[src/rtl/inst_fetch_queue.sv]
// Instruction fetch front end: one outstanding imem request at a time,
// returned {pc, inst} pairs buffered in a small FIFO for the decode stage.
module inst_fetch_queue #(
    parameter int DEPTH = 4
) (
    input  logic        clk,
    input  logic        rst,
    input  logic [5:0]  pause,
    input  logic        flush,
    input  logic [31:0] pc_i,
    input  logic        inst_en_i,
    output logic        inst_req_o,
    output logic [31:0] inst_addr_o,
    input  logic        inst_ack_i,
    input  logic        inst_rvalid_i,
    input  logic [31:0] inst_rdata_i,
    output logic        pause_request_o,
    output logic        id_valid_o,
    output logic [31:0] id_pc_o,
    output logic [31:0] id_inst_o
);

    // state  | meaning
    // IDLE   | free to issue a request
    // WAIT   | request accepted, response pending, will be queued
    // DRAIN  | response pending but flushed, will be discarded
    localparam int PW = $clog2(DEPTH);
    localparam logic [1:0] S_IDLE  = 2'd0;
    localparam logic [1:0] S_WAIT  = 2'd1;
    localparam logic [1:0] S_DRAIN = 2'd2;
    localparam logic [PW:0] FULL_CNT = (PW+1)'(DEPTH);

    logic [1:0]    state_q, state_d;
    logic [PW:0]   count_q, count_d;
    logic [PW-1:0] wr_ptr_q, wr_ptr_d;
    logic [PW-1:0] rd_ptr_q, rd_ptr_d;
    logic [31:0]   pending_pc_q;
    logic [31:0]   pc_mem   [DEPTH];
    logic [31:0]   inst_mem [DEPTH];

    logic accept;
    logic push;
    logic pop;

    // pause[0] is our own stall request fed back; only the ID stall matters here
    logic unused_pause;
    assign unused_pause = ^{pause[5:2], pause[0]};

    assign inst_req_o      = (state_q == S_IDLE) && inst_en_i && !flush && (count_q < FULL_CNT);
    assign inst_addr_o     = inst_req_o ? pc_i : 32'd0;
    assign accept          = inst_req_o && inst_ack_i;
    assign pause_request_o = inst_en_i && !accept;

    assign id_valid_o = (count_q != '0);
    assign id_pc_o    = id_valid_o ? pc_mem[rd_ptr_q]   : 32'd0;
    assign id_inst_o  = id_valid_o ? inst_mem[rd_ptr_q] : 32'd0;

    assign push = !flush && (state_q == S_WAIT) && inst_rvalid_i;
    assign pop  = !flush && id_valid_o && !pause[1];

    always_comb begin
        state_d = state_q;
        if (flush) begin
            // a response landing in the flush cycle itself closes the transaction
            if (state_q != S_IDLE) begin
                state_d = inst_rvalid_i ? S_IDLE : S_DRAIN;
            end
        end else begin
            case (state_q)
                S_IDLE:  if (accept)        state_d = S_WAIT;
                S_WAIT:  if (inst_rvalid_i) state_d = S_IDLE;
                S_DRAIN: if (inst_rvalid_i) state_d = S_IDLE;
                default:                    state_d = S_IDLE;
            endcase
        end
    end

    always_comb begin
        count_d  = count_q;
        wr_ptr_d = wr_ptr_q;
        rd_ptr_d = rd_ptr_q;
        if (flush) begin
            count_d  = '0;
            wr_ptr_d = '0;
            rd_ptr_d = '0;
        end else begin
            if (push) wr_ptr_d = wr_ptr_q + PW'(1);
            if (pop)  rd_ptr_d = rd_ptr_q + PW'(1);
            if (push && !pop)      count_d = count_q + (PW+1)'(1);
            else if (pop && !push) count_d = count_q - (PW+1)'(1);
        end
    end

    always_ff @(posedge clk) begin
        if (rst) begin
            state_q      <= S_IDLE;
            count_q      <= '0;
            wr_ptr_q     <= '0;
            rd_ptr_q     <= '0;
            pending_pc_q <= '0;
            for (int i = 0; i < DEPTH; i++) begin
                pc_mem[i]   <= '0;
                inst_mem[i] <= '0;
            end
        end else begin
            state_q  <= state_d;
            count_q  <= count_d;
            wr_ptr_q <= wr_ptr_d;
            rd_ptr_q <= rd_ptr_d;
            if (accept) pending_pc_q <= pc_i;
            if (push) begin
                pc_mem[wr_ptr_q]   <= pending_pc_q;
                inst_mem[wr_ptr_q] <= inst_rdata_i;
            end
        end
    end

endmodule
[config.mk]
export PLATFORM = sky130hd
export DESIGN_NAME = inst_fetch_queue
export DESIGN_NICKNAME = d
export VERILOG_FILES = /design/src/rtl/inst_fetch_queue.sv
export SDC_FILE = /design/constraint.sdc
export NUM_CORES = 1
export LEC_CHECK = 0
export CELL_PAD_IN_SITES_DETAIL_PLACEMENT = 0
export CELL_PAD_IN_SITES_GLOBAL_PLACEMENT = 1
export CORE_MARGIN = 3
export CORE_UTILIZATION = 46
export CTS_CLUSTER_DIAMETER = 30
export DETAILED_ROUTE_END_ITERATION = 8
export PLACE_DENSITY_LB_ADDON = 0.1
export SYNTH_ARGS = -nofsm -noshare
export SYNTH_HDL_FRONTEND = slang
export SYNTH_SLANG_ARGS = --single-unit
[constraint.sdc]
create_clock -name clk -period 3.5 [get_ports clk]
set_clock_uncertainty 0.1 [all_clocks]
set_input_delay 0.875 -clock clk [delete_from_list [all_inputs] [get_ports clk]]
set_output_delay 0.875 -clock clk [all_outputs]
set_load 0.02 [all_outputs]
-- Yosys cells after proc, flatten, opt, wreduce, memory -nomap -nowiden
Memory sizes are Yosys's and may differ from the RTL's. A register that Yosys moved wholly into a read port is not among the register bits.
Index checks and enable logic that the tools add are counted.
- add/sub/neg operators: 4
- multiply operators: 0
- divide/modulo/power cells: 0
- order comparisons: 1
- equal/unequal tests: 5
- shifts and indexed selects: 0
- mux-type cells: 26
- bitwise gates (word level): 0
- reduce and logical (&&, ||, !) cells: 25
- operators by type and width (operator ; count):
    $mux 32 ; 5
    $reduce_or 32->1 ; 2
    $mux 2 ; 11
    $logic_and 1x1->1 ; 11
    $mux 1 ; 7
    $mux 3 ; 2
    $logic_not 1->1 ; 5
    $add 2x1->2 const B ; 2
    $pmux 2 s2 ; 1
    $reduce_bool 2->1 ; 2
    $reduce_or 2->1 ; 2
    $add 3x1->3 const B ; 1
    $lt 3x3->1 const B ; 1
    $ne 3x1->1 const B ; 1
    $ne 3x3->1 const B ; 1
    $reduce_and 3->1 ; 1
    $reduce_bool 3->1 ; 1
    $sub 3x1->3 const B ; 1
    $eq 2x1->1 const B ; 1
    $eq 2x2->1 const B ; 1
    $logic_not 2->1 ; 1
    $ne 2x1->1 const B ; 1
- bits in registers: 41
- bits in latches: 0
- bits in writable memories: 256
- memory bits (read-only): 0
- input port bits: 76
- output and inout port bits: 99
- word-level logic and storage cells: 68
- memories: 2
- memory list (memory ; depth ; width ; read ports ; clocked after Yosys merged registers in ; write ports ; line ; source):
    inst_mem ; 4 ; 32 ; 1 ; 1 ; 4 ; 39 ; logic [31:0] inst_mem [DEPTH];
    pc_mem ; 4 ; 32 ; 1 ; 1 ; 4 ; 38 ; logic [31:0] pc_mem [DEPTH];

-- Depth between registers and ports, before layout
Gate-level depths: netlist of run 1.
- depth after elaboration: 8
- gate-level depth with buffers: 10
- depth with buffers taken out: 10

-- Worst setup path before layout of run 1
OpenSTA, ideal clock, no wires.
- path kind: input to register
- start: input inst_rvalid_i
- end: memory inst_mem[0][0], enable pin
- library setup time: 0.421 ns
- data arrival time: 2.545 ns
- setup slack: 0.434 ns
- cell stages on the path: 3
- cell sequence: nand2_1 nor2_1 a21o_1
- RTL lines (item ; line ; source):
    from (decl) ; 15 ; input logic inst_rvalid_i,
    to (decl) ; 39 ;

==> metrics.md, run 1 <==
| Metric | Value |
|---|---|
| Ant. Diodes | 0 |
| Post-synth net total | 1027 |
| Period utilisation layout | 98.39% |
| Status | finished, final reports clean |
| Register area share after synthesis | 62.31% |
| Count of warnings emitted by yosys | 0 |
| Insertion delay to the later sink of the worst-skew pair | 0.54 ns |
| Static leakage | 0.007356 uW |
| Pin count of the biggest net entering global routing | 117 |
| CTS tree | done |
| Core area | 29010 um^2 |
| Category of the worst setup path launch point | register |
| R2R setup slack | 1.23 ns |
| Setup violators final | 0 |
| Path class of the lowest-slack min-delay path | register to register |
| Power per unit of standard cell area | 588.8 nW/um^2 |
| Most common cell after layout, fill and taps aside | sky130_fd_sc_hd__and2_1 |
| Endpoints failing hold | 0 |
| Quantity of I/O buffers inserted on ports | 169 |
| Detailed-route wire length per cell | 19.60 um |
| Starting DRC count in detailed routing | 516 |
| Data required time at the worst endpoint | 2.52 ns |
| Reg-to-reg critical path startpoint | state_q[0]$_SDFFE_PP0P_ |
| Number of fill cells | 2233 |
| Top library cells by usage in the layout, fill and taps aside | sky130_fd_sc_hd__and2_1, sky130_fd_sc_hd__edfxtp_1, sky130_fd_sc_hd__clkdlybuf4s50_1 |
| Kind of end point of the critical path | primary output |
| Clock root cell | sky130_fd_sc_hd__clkbuf_16 |
| Htree depth | 3 |
| Total congestion overflow | 0 |
| Number of clock sinks | 299 |
| First-pass GRT wire length | 48950 um |
| Number of antenna violations at the first check in global routing | 0 |
| Die ar. | 31930 um^2 |
| Fraction of layout instances using a drive strength above 1 | 18.67% |
| Number of pins exceeding their max-slew limit in the final report | 0 |
| Post-Place Cells | 1455 |
| Detailed-router iteration count before antenna repair | 4 |
| Weighted congestion reported at the end of routability-driven placement | 0.7234 |
| Final instance area | 18300 um^2 |
| Mean cell area of the mapped netlist | 14.49 um^2 |
| Unrepaired setup endpoints after global routing | true |
| Total cell area at the placement stage | 15920 um^2 |
| Synth cell types | 38 |
| Routed wire length | 31050 um |
| Hold path startpoint | rd_ptr_q[1]$_SDFFE_PP0P_ |
| Fmax achieved | 290.4 MHz |
| Number of buffers added by the clock tree synthesis step | 67 |
| Via/cell ratio | 5.188 |
| Overall die height | 178.7 um |
| Cell row count | 62 |
| Min-Delay Path Depth | 2 |
| Count of maximum capacitance violations | 0 |
| Maximum fanout along the worst path | 21 |
| Min Tclk post-route | 3.444 ns |
| Remaining design rule violation count | 0 |
| Detailed-route via count | 8218 |
| Reg-to-reg endpoint | count_q[2]$_SDFFE_PP0P_ |
| Endpoint arrival time on the critical path | 2.47 ns |
| Cell type contributing the most total cell area after synthesis | sky130_fd_sc_hd__edfxtp_1 |
| Clock transition at path regs | 0.04 ns |
| Clock Tree Buf Depth | 3 |
| Antenna-violating nets left | 0 |
| Max-slew headroom at the worst pin | 50.98% |
| Setup CP Type | register to primary output |
| Worst-Margin Slew | 0.7353 ns |
| Via count of the first global-routing pass | 8842 |
| Worst ir drop on vdd | 0.3911 mV |
| Effective utilization at floorplan | 47.28% |
| Cell count of the worst reg-to-reg path | 9 |
| Cells after synthesis | 947 |
| Proportion of netlist area held by the largest area contributor | 56.04% |
| Width of the die | 178.7 um |
| Layout Nets | 1226 |
| Post-DP HPWL | 17280 um |
| Netlist area before placement | 13720 um^2 |
| Layout area overhead | 33.42% |
| Biggest area contributors in the synthesized netlist | sky130_fd_sc_hd__edfxtp_1, sky130_fd_sc_hd__and2_1, sky130_fd_sc_hd__mux4_2, sky130_fd_sc_hd__dfxtp_1, sky130_fd_sc_hd__and3_1 |
| I/O pin count | 175 |
| Number of synthesized register bits | 299 |
| Global-route usage over all layers | 19.95% |
| Number of non-filler instances in the completed layout | 1584 |
-- layout make-up --
class / count / area, um^2 / area share, %
sequential: 299 / 8556 / 46.75
clock buffer: 84 / 1846 / 10.08
tap: 384 / 480.5 / 2.625
inverter: 7 / 26.28 / 0.1436
multi-input combinational: 563 / 4707 / 25.72
timing repair buffer: 208 / 2205 / 12.05
clock inverter: 39 / 483.0 / 2.639
-- synthesized netlist by cell type, drive strengths merged --
library cell and instances:
o21ai 35, a31oi 2, dfxtp 43, nor2 6, or3 4, a21oi 5, inv 7, xor2 2
a31o 3, nand3 4, fa 1, nor2b 2, nand4bb 1, a21o 1, or2 1, nand2b 33
mux2i 1, nand2 1, and3 66, nor3b 1, mux4 64, edfxtp 256, and2 289, buf 48
or4b 1, clkbuf 30, nor3 1, xnor2 2, ha 3, and4bb 2, nand4b 32
-- how the worst max path moves through the flow --
stage,from,end,depth (start not counted)
6_report,register,id_inst_o[28],4
3_3_place_gp,flush,inst_addr_o[1],5
2_1_floorplan,inst_rvalid_i,inst_mem[0][0]$_SDFFCE_PN0P_,3
3_5_place_dp,flush,inst_addr_o[20],5
4_1_cts,register,id_pc_o[18],4
5_1_grt,count_q[2]$_SDFFE_PP0P_,id_pc_o[14],5
-- critical path, stage by stage (launching register included) --
cell	delay, ns
sky130_fd_sc_hd__dfxtp_4	0.45
sky130_fd_sc_hd__buf_12	0.25
sky130_fd_sc_hd__mux4_2	0.51
sky130_fd_sc_hd__and2_1	0.19
sky130_fd_sc_hd__clkdlybuf4s50_1	0.54
-- registers in the layout, summed over array words and instances, names as in the netlist, named ones only --
| name | count |
|---|---|
| wr_ptr_q | 2 |
| state_q | 2 |
| pc_mem | 128 |
| rd_ptr_q | 2 |
| pending_pc_q | 32 |
| inst_mem | 128 |
| count_q | 3 |
-- routing by layer --
layer	global-route usage (%)	wire (um)
met5	0	0
met4	6.721	544
met3	4.384	2080
met2	32.45	14870
met1	26.76	13550
-- cell families (layout without fill, tap and decap cells) --
kind of cell / after synthesis / after routing / share of synthesized area (%)
AO/OA/AOI/OAI: 46 / 46 / 1.797
XOR/XNOR: 4 / 4 / 0.2554
adder cells (fa/ha/maj): 4 / 4 / 0.4196
buffers and inverters: 85 / 338 / 3.703
flip-flops: 299 / 299 / 62.31
multiplexers: 65 / 65 / 10.58
AND/OR/NAND/NOR: 444 / 444 / 20.93
-- where the power goes --
| part | switching [uW] | internal (uW) | total, uW | leakage, uW |
|---|---|---|---|---|
| registers | 44.2 | 3980 | 4030 | 0.00299 |
| clock network | 1930 | 4400 | 6330 | 0.00113 |
| logic | 216 | 206 | 422 | 0.00323 |
-- per-stage QoR --
| stage | setup WS [ns] | total power (uW) | hold WS [ns] | setup TNS, ns | utilization, % |
|---|---|---|---|---|---|
| floorplan | 0.4344 | 4277 | 0.3591 | 0 | - |
| global placement | -0.05809 | 4526 | 0.3681 | -1.601 | 54.86 |
| detailed placement | -0.06487 | 4531 | 0.3784 | -1.645 | 54.86 |
| CTS | 0.001505 | 10880 | 0.3851 | 0 | 62.80 |
| global route | -0.01617 | 11110 | 0.4213 | -0.03802 | 63.08 |
| finish | 0.05623 | 10780 | 0.3895 | 0 | 63.08 |
-- timing repair --
| action | 4_1_cts | 5_1_grt |
|---|---|---|
| hold buffers | 0 | 0 |
| endpoints found under the setup margin | 97 | 31 |
| buffers inserted | 2 | 4 |
| resized for setup | 34 | 21 |
Power figures use the tool's default switching activity.
==> inputs of run 2 (changes only) <==
Settings changed: CTS_BUF_LIST set to sky130_fd_sc_hd__clkbuf_16.
==> metrics.md, run 2 (synthesis results as in run 1) <==
| Metric | Value |
|---|---|
| First-pass GRT wire length | 48910 um |
| Quantity of I/O buffers inserted on ports | 169 |
| Status | finished, final reports clean |
| Max-slew headroom at the worst pin | 51.27% |
| Ant. Diodes | 0 |
| Detailed-route wire length per cell | 19.55 um |
| CTS Hold Buffers Added | 0 |
| Post-Place Cells | 1455 |
| CTS tree | done |
| Via/cell ratio | 5.218 |
| Layout Nets | 1226 |
| Setup CP Type | register to primary output |
| Clock root cell | sky130_fd_sc_hd__clkbuf_16 |
| Biggest regs | inst_mem: 128 flops, pc_mem: 128 flops, pending_pc_q: 32 flops |
| Setup violators final | 0 |
| Layout area overhead | 33.27% |
| Number of clock sinks | 299 |
| Endpoints failing hold | 0 |
| Data required time at the worst endpoint | 2.52 ns |
| Antenna-violating nets left | 0 |
| Path class of the lowest-slack min-delay path | register to register |
| Kind of end point of the critical path | primary output |
| Htree depth | 3 |
| Remaining design rule violation count | 0 |
| Static leakage | 0.007390 uW |
| Period utilisation layout | 98.21% |
| Worst ir drop on vdd | 0.3928 mV |
| Effective utilization at floorplan | 47.28% |
| Routed wire length | 30970 um |
| Weighted congestion reported at the end of routability-driven placement | 0.7234 |
| Longest individual stage delay on the worst path | 0.54 ns |
| Number of non-filler instances in the completed layout | 1584 |
| Number of fill cells | 2235 |
| Unrepaired setup endpoints after global routing | true |
| Global-route usage over all layers | 19.93% |
| Overall die height | 178.7 um |
| Clock transition at path regs | 0.04 ns |
| Number of buffers added by the clock tree synthesis step | 67 |
| Count of maximum capacitance violations | 0 |
| Min Tclk post-route | 3.437 ns |
| Number of antenna violations at the first check in global routing | 0 |
| Pin count of the biggest net entering global routing | 117 |
| Width of the die | 178.7 um |
| Clock Tree Buf Depth | 3 |
| Core area | 29010 um^2 |
| Worst-Margin Slew | 0.7309 ns |
| Insertion delay to the later sink of the worst-skew pair | 0.54 ns |
| Starting DRC count in detailed routing | 543 |
| Detailed-route via count | 8266 |
| Total congestion overflow | 0 |
| Detailed-router iteration count before antenna repair | 4 |
| Via count of the first global-routing pass | 8847 |
| Top library cells by usage in the layout, fill and taps aside | sky130_fd_sc_hd__and2_1, sky130_fd_sc_hd__edfxtp_1, sky130_fd_sc_hd__clkdlybuf4s50_1 |
| Cell-by-cell trace of the critical path | buf_12 -> mux4_2 -> and2_1 -> clkdlybuf4s50_1 |
| Cell type of the slowest stage on the worst timing path | sky130_fd_sc_hd__clkdlybuf4s50_1 |
| Die ar. | 31930 um^2 |
| Endpoint arrival time on the critical path | 2.46 ns |
| Maximum fanout along the worst path | 21 |
| Fmax achieved | 290.9 MHz |
| Post-DP HPWL | 17280 um |
| Most common cell after layout, fill and taps aside | sky130_fd_sc_hd__and2_1 |
| Fraction of layout instances using a drive strength above 1 | 18.50% |
| Cell row count | 62 |
| Category of the worst setup path launch point | register |
| Power per unit of standard cell area | 585.0 nW/um^2 |
| I/O pin count | 175 |
| Number of pins exceeding their max-slew limit in the final report | 0 |
| Power, Total | 10700 uW |
==> run 2: cell count changes in the layout (fill, tap and decap cells not counted), sizes merged <==
| cell | previous run | this run |
|---|---|---|
| clkbuf | 85 | 72 |
| inv | 13 | 24 |
| clkinv | 19 | 21 |
==> run 2: path summary, 6_finish.rpt <==
path | start | depth (start not counted) | endpoint | slack (ns)
setup reg to reg | state_q[0]$_SDFFE_PP0P_ | 9 | count_q[2]$_SDFFE_PP0P_ | 1.22
setup / recovery | register | 4 | id_inst_o[28] | 0.06
hold reg to reg | rd_ptr_q[1]$_SDFFE_PP0P_ | 2 | register | 0.39
hold / removal | rd_ptr_q[1]$_SDFFE_PP0P_ | 2 | register | 0.39
==> run 2: through the flow <==
| step | instance area, um^2 | setup WS, ns | utilization (%) | setup TNS (ns) | hold WS (ns) |
|---|---|---|---|---|---|
| floorplan | 13720 | 0.4344 | - | 0 | 0.3591 |
| global placement | 15920 | -0.05809 | 54.86 | -1.601 | 0.3681 |
| detailed placement | 15920 | -0.06487 | 54.86 | -1.645 | 0.3784 |
| CTS | 18200 | 0.001505 | 62.73 | 0 | 0.3849 |
| global route | 18280 | -0.01617 | 63.02 | -0.03802 | 0.4213 |
| finish | 18280 | 0.06276 | 63.02 | 0 | 0.3889 |
==> run 2: where the power goes <==
group | leakage [uW] | switching, uW | internal [uW] | total [uW]
clock | 0.00116 | 1920 | 4320 | 6240
combinational | 0.00323 | 216 | 206 | 422
sequential | 0.00299 | 44.2 | 3980 | 4030
total | 0.00739 | 2180 | 8510 | 10700
==> run 2: final cells by class <==
class | instances | area, um^2 | area share [%]
clock buffer | 71 | 1777 | 9.718
tap | 384 | 480.5 | 2.628
timing repair buffer | 208 | 2205 | 12.06
sequential | 299 | 8556 | 46.80
inverter | 7 | 26.28 | 0.1437
multi-input combinational | 563 | 4707 | 25.75
clock inverter | 52 | 531.8 | 2.909
==> run 2: metal layers <==
| metal | share of wire, % | wire length [um] | global-route usage, % | vias up |
|---|---|---|---|---|
| li1 | - | - | - | 3898 |
| met1 | 44 | 13500 | 26.73 | 4056 |
| met2 | 48 | 14960 | 32.45 | 260 |
| met3 | 6.3 | 1946 | 4.320 | 52 |
| met4 | 1.8 | 558 | 6.786 | 0 |
| met5 | 0 | 0 | 0 | - |
==> run 2: critical path: cells and delay by family (launching register included) <==
family / cells / cell delay (ns)
flip-flops: 1 / 0.44
buffers and inverters: 2 / 0.79
multiplexers: 1 / 0.51
AND/OR/NAND/NOR: 1 / 0.19
==> run 2: timing repair <==
item                                    4_1_cts  5_1_grt
setup buffers                                 2        4
endpoints found under the setup margin       97       31
gates resized for setup                      34       21
